==> config.mk <==
export PLATFORM = sky130hd
export DESIGN_NAME = uart_autobaud_ctrl
export DESIGN_NICKNAME = d
export VERILOG_FILES = /design/src/rtl/uart_autobaud_ctrl_pkg.sv /design/src/rtl/uart_rx_sync_edge.sv /design/src/rtl/uart_autobaud_ctrl.sv
export SDC_FILE = /design/constraint.sdc
export NUM_CORES = 1
export LEC_CHECK = 0
export CAP_MARGIN = 0
export CORE_UTILIZATION = 40
export DETAILED_ROUTE_END_ITERATION = 10
export DONT_BUFFER_PORTS = 1
export HOLD_SLACK_MARGIN = 0.1
export PLACE_DENSITY_LB_ADDON = 0.12
export SLEW_MARGIN = 10
export SYNTH_ARGS = -nofsm -noshare
export SYNTH_HDL_FRONTEND = slang
export SYNTH_HIERARCHICAL = 1
export SYNTH_SLANG_ARGS = --single-unit
==> constraint.sdc <==
create_clock -name Clk -period 15.3 [get_ports Clk]
set_clock_uncertainty 0.1 [all_clocks]
set_input_delay 3.06 -clock Clk [delete_from_list [all_inputs] [get_ports Clk]]
set_output_delay 3.06 -clock Clk [all_outputs]
set_load 0.02 [all_outputs]
==> src/rtl/uart_autobaud_ctrl_pkg.sv <==
// Shared definitions for the UART auto-baud controller: FSM encoding, defaults, tolerance helper.
// Latency: n/a (types and constants only).
// Backpressure: n/a.
package uart_autobaud_ctrl_pkg;

  // Rx oversampling: the generator produces 2**OVS_LOG2 ticks per bit
  localparam int          OVS_LOG2_DEF         = 4;
  // 50 MHz clock, 115200 baud, 16x oversampling
  localparam logic [15:0] DEFAULT_BAUDRATE_DEF = 16'd27;
  // 0x55 gives five falling edges (start edge included) spanning 8 bit times
  localparam logic [2:0]  FALLS_PER_SYNC       = 3'd5;

  typedef enum logic [2:0] {
    ST_IDLE       = 3'd0,
    ST_WAIT_START = 3'd1,
    ST_MEASURE    = 3'd2,
    ST_CHECK      = 3'd3,
    ST_LOCKED     = 3'd4,
    ST_FAIL       = 3'd5
  } state_t;

  // True when a segment length lies within +/- ref_len/4 of the reference.
  // Arguments are zero-extended counter values; counters are at most 32 bits.
  function automatic logic seg_in_tol(input logic [31:0] seg, input logic [31:0] ref_len);
    logic [31:0] diff;
    diff = (seg >= ref_len) ? (seg - ref_len) : (ref_len - seg);
    return diff <= (ref_len >> 2);
  endfunction

endpackage

==> src/rtl/uart_rx_sync_edge.sv <==
// Rx pad synchroniser: 2-FF metastability chain plus one history flop for edge detection.
// Latency: a pad change shows on rx_s/rise/fall after the second flop, 3 cycles to the consumer.
// Backpressure: none; pulses are single-cycle and never held.
module uart_rx_sync_edge (
  input  logic Clk,
  input  logic Rst_n,
  input  logic Rx,
  output logic rx_s,
  output logic rise,
  output logic fall
);

  // sh[0], sh[1] synchronise; sh[2] holds the previous synchronised level
  logic [2:0] sh;

  // Shift the pad level through; idle-high reset so no spurious edge leaves reset
  always_ff @(posedge Clk or negedge Rst_n) begin
    if (!Rst_n) sh <= 3'b111;
    else        sh <= {sh[1:0], Rx};
  end

  assign rx_s = sh[1];
  assign rise = sh[1] & ~sh[2];
  assign fall = ~sh[1] & sh[2];

endmodule

==> src/rtl/uart_autobaud_ctrl.sv <==
// Baud divisor controller: measures a 0x55 sync character or takes a host divisor.
// Latency: qualifying edge in cycle N -> CHECK in N+1 -> BaudRate/Locked/Baud_Update in N+2.
// Backpressure: none; Start is dropped while Busy, Manual_Load always wins.
module uart_autobaud_ctrl
  import uart_autobaud_ctrl_pkg::*;
#(
  parameter int          OVS_LOG2         = OVS_LOG2_DEF,
  parameter int          CNT_W            = 24,
  parameter logic [15:0] DEFAULT_BAUDRATE = DEFAULT_BAUDRATE_DEF
) (
  input  logic        Clk,
  input  logic        Rst_n,
  input  logic        Rx,
  input  logic        Start,
  input  logic        Manual_Load,
  input  logic [15:0] Manual_Baud,
  output logic [15:0] BaudRate,
  output logic        Baud_Update,
  output logic        Locked,
  output logic        Busy,
  output logic        Error
);

  localparam logic [CNT_W-1:0] CNT_MAX = '1;
  localparam logic [CNT_W-1:0] CNT_ONE = CNT_W'(1);
  // Half of one bit time in generator-tick units, for round-to-nearest
  localparam logic [CNT_W:0]   DIV_RND = (CNT_W+1)'(1) << (2 + OVS_LOG2);
  localparam logic [CNT_W:0]   DIV_MAX = (CNT_W+1)'(16'hFFFF);

  state_t           state, state_nx;
  logic             rx_s, rise, fall;
  logic             edge_any, edge_fall;
  logic [CNT_W-1:0] total_cnt, seg_cnt, l0_len, seg_len;
  logic             l0_vld;
  logic [2:0]       fall_cnt;
  logic [CNT_W:0]   div_w;
  logic             cnt_sat, seg_ok, fifth_fall, div_ok;
  logic             lock_ev, fail_ev, arm_ev, clr_cnt;
  logic [15:0]      new_baud;

  uart_rx_sync_edge u_rx_sync (
    .Clk   (Clk),
    .Rst_n (Rst_n),
    .Rx    (Rx),
    .rx_s  (rx_s),
    .rise  (rise),
    .fall  (fall)
  );

  // Edge classification: after an edge the synchronised level tells its direction
  assign edge_any   = rise | fall;
  assign edge_fall  = edge_any & ~rx_s;

  // Segment length including the edge cycle itself
  assign seg_len    = seg_cnt + CNT_ONE;
  assign cnt_sat    = (total_cnt == CNT_MAX) || (seg_cnt == CNT_MAX);
  // The first segment defines L0 and is not itself checked
  assign seg_ok     = !l0_vld || seg_in_tol(32'(seg_len), 32'(l0_len));
  assign fifth_fall = edge_fall && (fall_cnt == FALLS_PER_SYNC - 3'd1);

  // total covers 8 bits of 2**OVS_LOG2 ticks each; round to nearest
  assign div_w      = ({1'b0, total_cnt} + DIV_RND) >> (3 + OVS_LOG2);
  assign div_ok     = (div_w != '0) && (div_w <= DIV_MAX);

  // FSM state register
  always_ff @(posedge Clk or negedge Rst_n) begin
    if (!Rst_n) state <= ST_IDLE;
    else        state <= state_nx;
  end

  // FSM next state; Manual_Load overrides everything, including Start
  always_comb begin
    state_nx = state;
    if (Manual_Load) begin
      state_nx = (Manual_Baud == 16'd0) ? ST_FAIL : ST_LOCKED;
    end else begin
      case (state)
        ST_IDLE, ST_LOCKED, ST_FAIL: if (Start) state_nx = ST_WAIT_START;
        ST_WAIT_START:               if (fall)  state_nx = ST_MEASURE;
        ST_MEASURE: begin
          if (cnt_sat)                 state_nx = ST_FAIL;
          else if (edge_any && !seg_ok) state_nx = ST_FAIL;
          else if (fifth_fall)         state_nx = ST_CHECK;
        end
        ST_CHECK:                    state_nx = div_ok ? ST_LOCKED : ST_FAIL;
        default:                     state_nx = ST_IDLE;
      endcase
    end
  end

  // FSM outputs: Busy plus the strobes that update counters and status registers
  always_comb begin
    Busy     = (state == ST_WAIT_START) || (state == ST_MEASURE);
    lock_ev  = (Manual_Load && (Manual_Baud != 16'd0)) ||
               (!Manual_Load && (state == ST_CHECK) && div_ok);
    fail_ev  = (state_nx == ST_FAIL);
    arm_ev   = !Manual_Load && Start &&
               ((state == ST_IDLE) || (state == ST_LOCKED) || (state == ST_FAIL));
    clr_cnt  = !Manual_Load && (state == ST_WAIT_START) && fall;
    new_baud = Manual_Load ? Manual_Baud : div_w[15:0];
  end

  // Measurement counters: saturate at CNT_MAX, capture L0 on the first edge
  always_ff @(posedge Clk or negedge Rst_n) begin
    if (!Rst_n) begin
      total_cnt <= '0;
      seg_cnt   <= '0;
      l0_len    <= '0;
      l0_vld    <= 1'b0;
      fall_cnt  <= 3'd0;
    end else if (clr_cnt) begin
      total_cnt <= '0;
      seg_cnt   <= '0;
      l0_vld    <= 1'b0;
      fall_cnt  <= 3'd1;
    end else if ((state == ST_MEASURE) && !Manual_Load) begin
      if (total_cnt != CNT_MAX) total_cnt <= total_cnt + CNT_ONE;
      if (edge_any) begin
        seg_cnt <= '0;
        if (!l0_vld) begin
          l0_len <= seg_len;
          l0_vld <= 1'b1;
        end
        if (edge_fall) fall_cnt <= fall_cnt + 3'd1;
      end else if (seg_cnt != CNT_MAX) begin
        seg_cnt <= seg_cnt + CNT_ONE;
      end
    end
  end

  // Status and divisor registers; a load always pulses Baud_Update, even for the same value
  always_ff @(posedge Clk or negedge Rst_n) begin
    if (!Rst_n) begin
      BaudRate    <= DEFAULT_BAUDRATE;
      Baud_Update <= 1'b0;
      Locked      <= 1'b0;
      Error       <= 1'b0;
    end else begin
      Baud_Update <= 1'b0;
      if (lock_ev) begin
        BaudRate    <= new_baud;
        Baud_Update <= 1'b1;
        Locked      <= 1'b1;
        Error       <= 1'b0;
      end else if (fail_ev) begin
        Locked <= 1'b0;
        Error  <= 1'b1;
      end else if (arm_ev) begin
        Locked <= 1'b0;
        Error  <= 1'b0;
      end
    end
  end

endmodule

==> results of run 1 <==
## kinds of logic after synthesis
| group | Yosys count |
|---|---|
| mux | 25 |
| fa+ha+maj | 77 |
| buf+inv | 139 |
| compound gates | 279 |
| xor+xnor | 79 |
| simple gates | 362 |
| flops | 101 |
## worst reg2reg max path, stage by stage, from the launching register on
cell and delay (ns):
dfrtp_1 0.47, ha_1 0.29, and4_1 0.30, and3_1 0.37
nand3_1 0.33, nor2_1 0.21, xnor2_1 0.23, inv_1 0.08
ha_1 0.54, nand4_4 0.19, or4b_4 0.57, o41ai_4 0.41
a21oi_2 0.11, nand2_1 0.47, mux2i_1 0.37, o21ai_1 0.14
a221oi_1 0.33, xnor2_1 0.16, ha_1 0.25, a2111oi_0 0.41
o21ai_0 0.17, o21ai_0 0.13, a21oi_1 0.10, a31oi_1 0.45
a21oi_1 0.22, o2bb2ai_2 0.17
## power by group through the flow
stage | sequential [W] | clock, W | combinational (W)
2_1_floorplan | 0.000306 | 0 | 0.000429
3_3_place_gp | 0.000312 | 0 | 0.000546
3_5_place_dp | 0.000313 | 0 | 0.000543
4_1_cts | 0.000308 | 0.000232 | 0.000547
5_1_grt | 0.000310 | 0.000242 | 0.000612
6_report | 0.000307 | 0.000226 | 0.000556
## path summary, 6_finish.rpt
kind,depth (start not counted),end
max,25,Error
min,0,u_rx_sync/sh[1]
max reg2reg,25,Error
min reg2reg,0,u_rx_sync/sh[1]
max in group asynchronous,0,u_rx_sync/sh[2]
min in group asynchronous,0,BaudRate[8]
## flip-flops by register name, summed over array words and instances, names as in the netlist
signal,count
l0_len,24
seg_cnt,24
total_cnt,24
BaudRate,16
fall_cnt,3
state,3
u_rx_sync/sh,3
Baud_Update,1
Error,1
Locked,1
l0_vld,1
## per-stage QoR
stage / hold WS, ns / utilization (%) / cells / power [W]
floorplan: 0.245 / - / 1062 / 0.000735
global placement: 0.249 / 40.5 / 1282 / 0.000859
detailed placement: 0.248 / 40.5 / 1282 / 0.000856
CTS: 0.258 / 41.8 / 1298 / 0.00109
global route: 0.265 / 41.8 / 1298 / 0.00116
finish: 0.257 / 41.8 / 1298 / 0.00109
## layout make-up
cell class,instances,area (sq um),area share [%]
clock inverter,6,55.1,0.605
tap,280,350,3.85
multi-input combinational,822,5620,61.8
clock buffer,10,229,2.52
inverter,76,285,3.13
timing repair buffer,3,22.5,0.247
sequential,101,2540,27.9
## layout by cell type (no fill, tap or decap), drive strengths merged, types with 8 or more instances in the layout
cell type and count:
a21oi 106, nand2 104, nor2 99, dfrtp 94, inv 79, ha 75
o21ai 61, xnor2 45, nand3 38, xor2 34, nand4 31, o31ai 28
nor3 15, a21o 15, mux2 14, o21bai 11, mux2i 11, and3 10
nor4 10, clkbuf 10, or3 9, nor2b 8, and4 8
## metal layers
| metal | part of all wire (%) | GRT usage, % | vias to the layer above |
|---|---|---|---|
| met5 | 0 | 0 | - |
| met4 | 2.0 | 7.25 | 0 |
| met3 | 4.2 | 2.55 | 33 |
| met2 | 44 | 31.5 | 171 |
| met1 | 50 | 30.4 | 3399 |
| li1 | - | - | 3650 |
==> impl_metrics.ini, run 1 <==
[setup_path]
critPathSlowestCell = or4b_4
critPathKind = reg2reg
arrival_ns = 7.82
startpoint = seg_cnt[0]
cp_slowest_stage_delay_ns = 0.57
required_ns = 15.44
cpMostUsedCell = ha_1
critPathCaptureType = register
cpLargestDelayFamily = compound AO/OA/AOI/OAI gates
cp-start-kind = register
crit_fanout = 14
r2r_setup_slack_ns = 7.62
critPathBufInv = 1
reg2reg_from = seg_cnt[0]

[die]
chipHeight_microns = 151
core_sq_mm = 0.0218
ios = 41
dieArea_sq_mm = 0.0227
rows = 54
fp.dieW_microns = 151
initial_utilization_pct = 40.6

[timing]
finalSetupViolCount = 0
finalWorstSetupSlack_ns = 7.62
fin_crit_ns = 7.68
rsz0062_at_grt = false
slew_viol_final = 0
setup_tns_ns = 0
timing.fmax_mhz = 130
worstMarginPinSlew_ns = 0.985
hold_viol_final = 0
relSlewSlack_pct = 34.1
min_period_over_period_pct = 50.2

[logic_synthesis]
synth_seq_cells = 101
synthAdderAreaFrac_pct = 11.1
synth_async_sr_flop_share_pct = 100
synth_top_flop_cell = dfrtp_1
synth_xor_area_share_pct = 7.82
synthMuxAreaShare_pct = 3.59
yosys.area_share.simple_pct = 20.4
syn_area_per_cell_sq_um = 8.33
synth.distinct_cells = 82
synthCells = 1062
synth_commonest_cells = nand2_1, a21oi_1, nor2_1, dfrtp_1, inv_1
netlist.area_leader.share_pct = 26.6
synth_compound_area_share_pct = 20.5
yosysTopAreaCell = dfrtp_1
synthTopCellsByArea = dfrtp_1, ha_1, a21oi_1, xnor2_1, nand2_1
yosysMostFrequentCell = nand2_1
seq_area_frac_synth_pct = 28.7
synth_nets = 1160
yosysWarnings = 6
synth_top_family_by_area = compound AO/OA/AOI/OAI gates
synth_area_sq_mm = 0.00884
synth_edf_count = 0

[clock_network]
cts.hold.buffers_added = 0
cts-root-buf = clkbuf_16
cts_made_buffers = 9
cts_setup_buffers = 0
htreeDepth = 3
clk_pin_slew_ns = 0.08
cts_max_path_buffers = 2
cts_resized = 0
cts_tree = built
clock_latency_ns = 0.37
cts.sinks = 101

[layout]
diodes = 0
nFillCells = 2257
area_growth_pct = 2.93
drive_gt1_share_pct = 6.88
design_area_sq_mm = 0.00910
layout.nets = 1111

[detailed_routing]
num_vias = 7253
drc_errors = 0
wl_per_cell_microns = 17.8
final_antenna_net_count = 0
viasPerCell = 5.59
drt_iter0_markers = 518
wl_mm = 23.1
first_pass_iters = 5

[hold_path]
min_path_type = reg2reg
hp-start = u_rx_sync/sh[0]

[global_route]
grt_max_degree = 102
antenna_found_initial = 0
grt_pass1_wl_mm = 36.5
grt_pass1_vias = 6732
grt_overflow_total = 0
grt_usage_pct = 20.8

[pwr]
peakVddDrop_uv = 60.1
internal-power_w = 0.000626
power_density_mw_per_mm2 = 120
p_leak_nw = 4.19
seq_power_share_pct = 28.2
switchingPower_w = 0.000463
p_clk_share_pct = 20.7
p_sw_share_pct = 42.5
comb_power_share_pct = 51.1

[place]
port_buffers = 0
dp_hpwl_mm = 18.1
pre_cts_slack_ns = 7.76
dpl_cell_area_sq_mm = 0.00882
gp_congestion = 0.934

[job]
drv_cap = 0

[run_status]
run_status = complete, no violations
Note: power is estimated with default switching activity, not from simulation.
==> run 2: changes to the inputs <==
clock period = 6.95 ns   (was 15.3 ns; I/O delays follow)
==> run 2 against run 1 <==
Sequential share of layout area is 0.87 points lower. Core utilization is 1.3 points higher. Cell count is 2.3% higher. First-iteration DRC count is 6.0% lower. Via count is 0.88% higher. Total power is 130% higher. Sequential cell count stayed put. Wire length is 2.9% higher. Critical endpoint is now state[1]. Highest routed layer unchanged.
==> impl_metrics.ini, run 2 (same netlist as run 1, synthesis figures left out) <==
[detailed_routing]
wl_met3_microns = 973
drc_errors = 0
wl_per_cell_microns = 17.9
num_vias = 7317
first_pass_iters = 5
viasPerCell = 5.51
wl_met1_mm = 11.7
top_layer_used = met4
final_antenna_net_count = 0
wl_met2_mm = 10.6
drt_iter0_markers = 487
wl_mm = 23.8

[die]
initial_utilization_pct = 40.6
ios = 41
fp.dieW_microns = 151
chipHeight_microns = 151
dieArea_sq_mm = 0.0227
rows = 54
core_sq_mm = 0.0218

[setup_path]
r2r_setup_slack_ns = 0.25
cp-start-kind = register
critPathSlowestCell = or4_2
required_ns = 7.10
critPathKind = reg2reg
crit_fanout = 13
critPathCaptureType = register
cp_slowest_stage_delay_ns = 0.60
arrival_ns = 6.85
critPathBufInv = 5
cpLargestDelayFamily = compound AO/OA/AOI/OAI gates

[place]
dp_hpwl_mm = 18.8
gp_congestion = 0.963
dpl_cell_area_sq_mm = 0.00901
pre_cts_slack_ns = 0.235
port_buffers = 0

[layout]
layout.nets = 1141
area_growth_pct = 6.24
layout_common_cells = nand2_1, a21oi_1, nor2_1
diodes = 0
reg.largest.list = l0_len: 24 flops, seg_cnt: 24 flops, total_cnt: 24 flops
drive_gt1_share_pct = 11.0
layout_commonest_cell = nand2_1
design_area_sq_mm = 0.00940

[global_route]
grt_usage_pct = 21.8
grt_pass1_wl_mm = 38.2
antenna_found_initial = 0
grt_overflow_total = 0
grt_max_degree = 102
grt_pass1_vias = 7052

[timing]
timing.fmax_mhz = 149
worstMarginPinSlew_ns = 1.02
finalWorstSetupSlack_ns = 0.254
finalSetupViolCount = 0
fin_crit_ns = 6.70
slew_viol_final = 0
min_period_over_period_pct = 96.3
hold_viol_final = 0
relSlewSlack_pct = 31.7

[clock_network]
clk_pin_slew_ns = 0.08
htreeDepth = 3
cts_made_buffers = 9
cts_max_path_buffers = 2
clock_latency_ns = 0.36
cts.hold.buffers_added = 0
cts.sinks = 101
cts_tree = built
cts-root-buf = clkbuf_16

[hold_path]
min_path_type = reg2reg

[pwr]
power_density_mw_per_mm2 = 265
peakVddDrop_uv = 128
p_leak_nw = 4.33
p_total_w = 0.00249

[run_status]
run_status = complete, no violations

[job]
drv_cap = 0
==> run 2: cell count changes in the layout (fill, tap and decap cells not counted), moves of 2 or more <==
| cell | delta |
|---|---|
| mux2i_1 | -2 |
| xor2_2 | +2 |
| xor2_1 | -2 |
| buf_4 | +29 |
| ha_2 | +5 |
| ha_1 | -5 |
| mux2i_2 | +2 |
| a31oi_1 | -2 |
| a31oi_2 | +2 |
==> run 2: power breakdown <==
group	leakage (nW)	internal (W)	switching, W
Combinational	2.85	0.000557	0.000755
Sequential	1.33	0.000623	0.0000517
Clock	0.140	0.000251	0.000247
==> run 2: final cells by class <==
class                   count  area, sq um
flip-flops and latches    101         2540
inverters                  76          285
multi-input cells         822         5690
fillers                  2214        12400
clock inverters             6         55.1
repair buffers             33          251
well taps                 280          350
clock buffers              10          229
==> run 2: worst paths after layout <==
check / to / startpoint / cells past startpoint
worst max-delay path: state[1] / seg_cnt[1] / 29
max in group asynchronous: u_rx_sync/sh[2] / Rst_n / 0
worst min register to register: u_rx_sync/sh[1] / u_rx_sync/sh[0] / 0
min in group asynchronous: l0_len[22] / Rst_n / 0
worst min-delay path: u_rx_sync/sh[1] / u_rx_sync/sh[0] / 0
worst max register to register: state[1] / seg_cnt[1] / 29
==> run 2: stage by stage <==
step           util (%)  TNS, ns  std cells  hold slack, ns
2_1_floorplan         -        0       1062           0.245
3_3_place_gp       41.4        0       1308           0.247
3_5_place_dp       41.4        0       1308           0.247
4_1_cts            42.7        0       1324           0.257
5_1_grt            43.2   -0.150       1328           0.262
6_report           43.2        0       1328           0.256
==> run 2: layer usage <==
| layer | vias up | GRT usage (%) |
|---|---|---|
| met3 | 37 | 2.94 |
| met2 | 150 | 34.2 |
| met4 | 0 | 7.55 |
| li1 | 3716 | - |
| met1 | 3414 | 30.5 |
| met5 | - | 0 |
==> run 2: what timing repair did <==
| action | CTS | global route |
|---|---|---|
| endpoints found under the setup margin | 0 | 5 |
| gates resized for setup | 0 | 16 |
| buffers inserted | 0 | 4 |
==> run 3: changes to the inputs <==
CAP_MARGIN = 40   (was 0)
SKIP_CTS_REPAIR_TIMING = 1   (was not set)
==> run 3 against run 2 <==
Critical endpoint unchanged. Critical path depth is 2 lower. Design area is essentially flat. Wire length shrank 0.28%. Clock power is 2% lower. Highest routed layer unchanged. Sequential share of layout area about the same.
==> impl_metrics.ini, run 3 (same netlist as run 1, synthesis figures left out) <==
[global_route]
grt_pass1_vias = 6974
grt_pass1_wl_mm = 37.5
grt_max_degree = 102
grt_overflow_total = 0
antenna_found_initial = 0
grt_usage_pct = 21.6

[timing]
min_period_over_period_pct = 95.4
worstMarginPinSlew_ns = 0.707
hold_viol_final = 0
relSlewSlack_pct = 52.6
fin_crit_ns = 6.63
setup_tns_ns = 0
timing.fmax_mhz = 151
finalSetupViolCount = 0
slew_viol_final = 0

[clock_network]
cts.sinks = 101
cts_tree = built
clock_latency_ns = 0.36
htreeDepth = 3
clk_pin_slew_ns = 0.08
cts-root-buf = clkbuf_16
cts_made_buffers = 9
cts_max_path_buffers = 2

[place]
port_buffers = 0
dp.cells = 1310
dpl_cell_area_sq_mm = 0.00905
dp_hpwl_mm = 19.0
gp_congestion = 0.963

[detailed_routing]
drt_iter0_markers = 506
viasPerCell = 5.52
first_pass_iters = 5
wl_per_cell_microns = 17.9
final_antenna_net_count = 0
wl_mm = 23.7
drc_errors = 0
num_vias = 7325

[pwr]
p_total_w = 0.00247
p_leak_nw = 4.33
peakVddDrop_uv = 119
power_density_mw_per_mm2 = 263

[layout]
fin_cells = 1328
design_area_sq_mm = 0.00940
diodes = 0
reg.largest.list = l0_len: 24 flops, seg_cnt: 24 flops, total_cnt: 24 flops
drive_gt1_share_pct = 10.8
area_growth_pct = 6.28
layout_common_cells = nand2_1, a21oi_1, nor2_1
layout.nets = 1141
layout_commonest_cell = nand2_1

[setup_path]
critPathKind = reg2reg
crit_fanout = 13
critPathCaptureType = register
critPathBufInv = 4
cp-start-kind = register
required_ns = 7.11
critPathSlowestCell = or4b_4
cpLargestDelayFamily = compound AO/OA/AOI/OAI gates
cp_slowest_stage_delay_ns = 0.48
arrival_ns = 6.79

[die]
ios = 41
rows = 54
fp.dieW_microns = 151
chipHeight_microns = 151
dieArea_sq_mm = 0.0227
initial_utilization_pct = 40.6
core_sq_mm = 0.0218

[job]
drv_cap = 0

[run_status]
run_status = complete, no violations

[hold_path]
min_path_type = reg2reg
-- run 3: layout make-up --
class,instances,area [sq um]
fill,2173,12400
multi-input combinational,822,5680
sequential,101,2540
tap,280,350
inverter,76,285
timing repair buffer,33,269
clock buffer,10,229
clock inverter,6,51.3
-- run 3: layer usage --
metal / track usage, % / share of wire [%]
met1: 29.8 / 48
met2: 33.7 / 45
met3: 2.97 / 4.2
met4: 8.80 / 2.9
met5: 0 / 0
-- run 3: worst reg2reg max path, delay by kind of cell, from the launching register on --
kind,cells,cell delay [ns]
xor+xnor,2,0.45
fa+ha+maj,3,0.94
mux,1,0.29
buf+inv,4,0.64
flops,1,0.41
compound gates,9,2.05
simple gates,8,1.66
-- run 3: path summary, 6_finish.rpt --
kind	end	depth (start not counted)	slack, ns	start
max	state[1]	27	0.32	seg_cnt[1]
min	u_rx_sync/sh[1]	0	0.26	u_rx_sync/sh[0]
max in group asynchronous	u_rx_sync/sh[2]	0	5.88	Rst_n
min reg2reg	u_rx_sync/sh[1]	0	0.26	u_rx_sync/sh[0]
max reg2reg	state[1]	27	0.32	seg_cnt[1]
min in group asynchronous	BaudRate[8]	0	0.62	Rst_n
-- run 3: per-stage QoR --
step	hold slack [ns]	worst slack (ns)	util [%]
2_1_floorplan	0.245	0.797	-
3_3_place_gp	0.247	0.274	41.4
3_5_place_dp	0.247	0.236	41.6
4_1_cts	0.257	0.187	42.9
5_1_grt	0.261	-0.0409	43.2
6_report	0.256	0.323	43.2
-- run 3: power by group --
group	leakage (nW)	internal (W)	total [W]	switching (W)
clock	0.135	0.000250	0.000490	0.000240
combinational	2.86	0.000557	0.00130	0.000747
sequential	1.33	0.000623	0.000675	0.0000516
total	4.33	0.00143	0.00247	0.00104
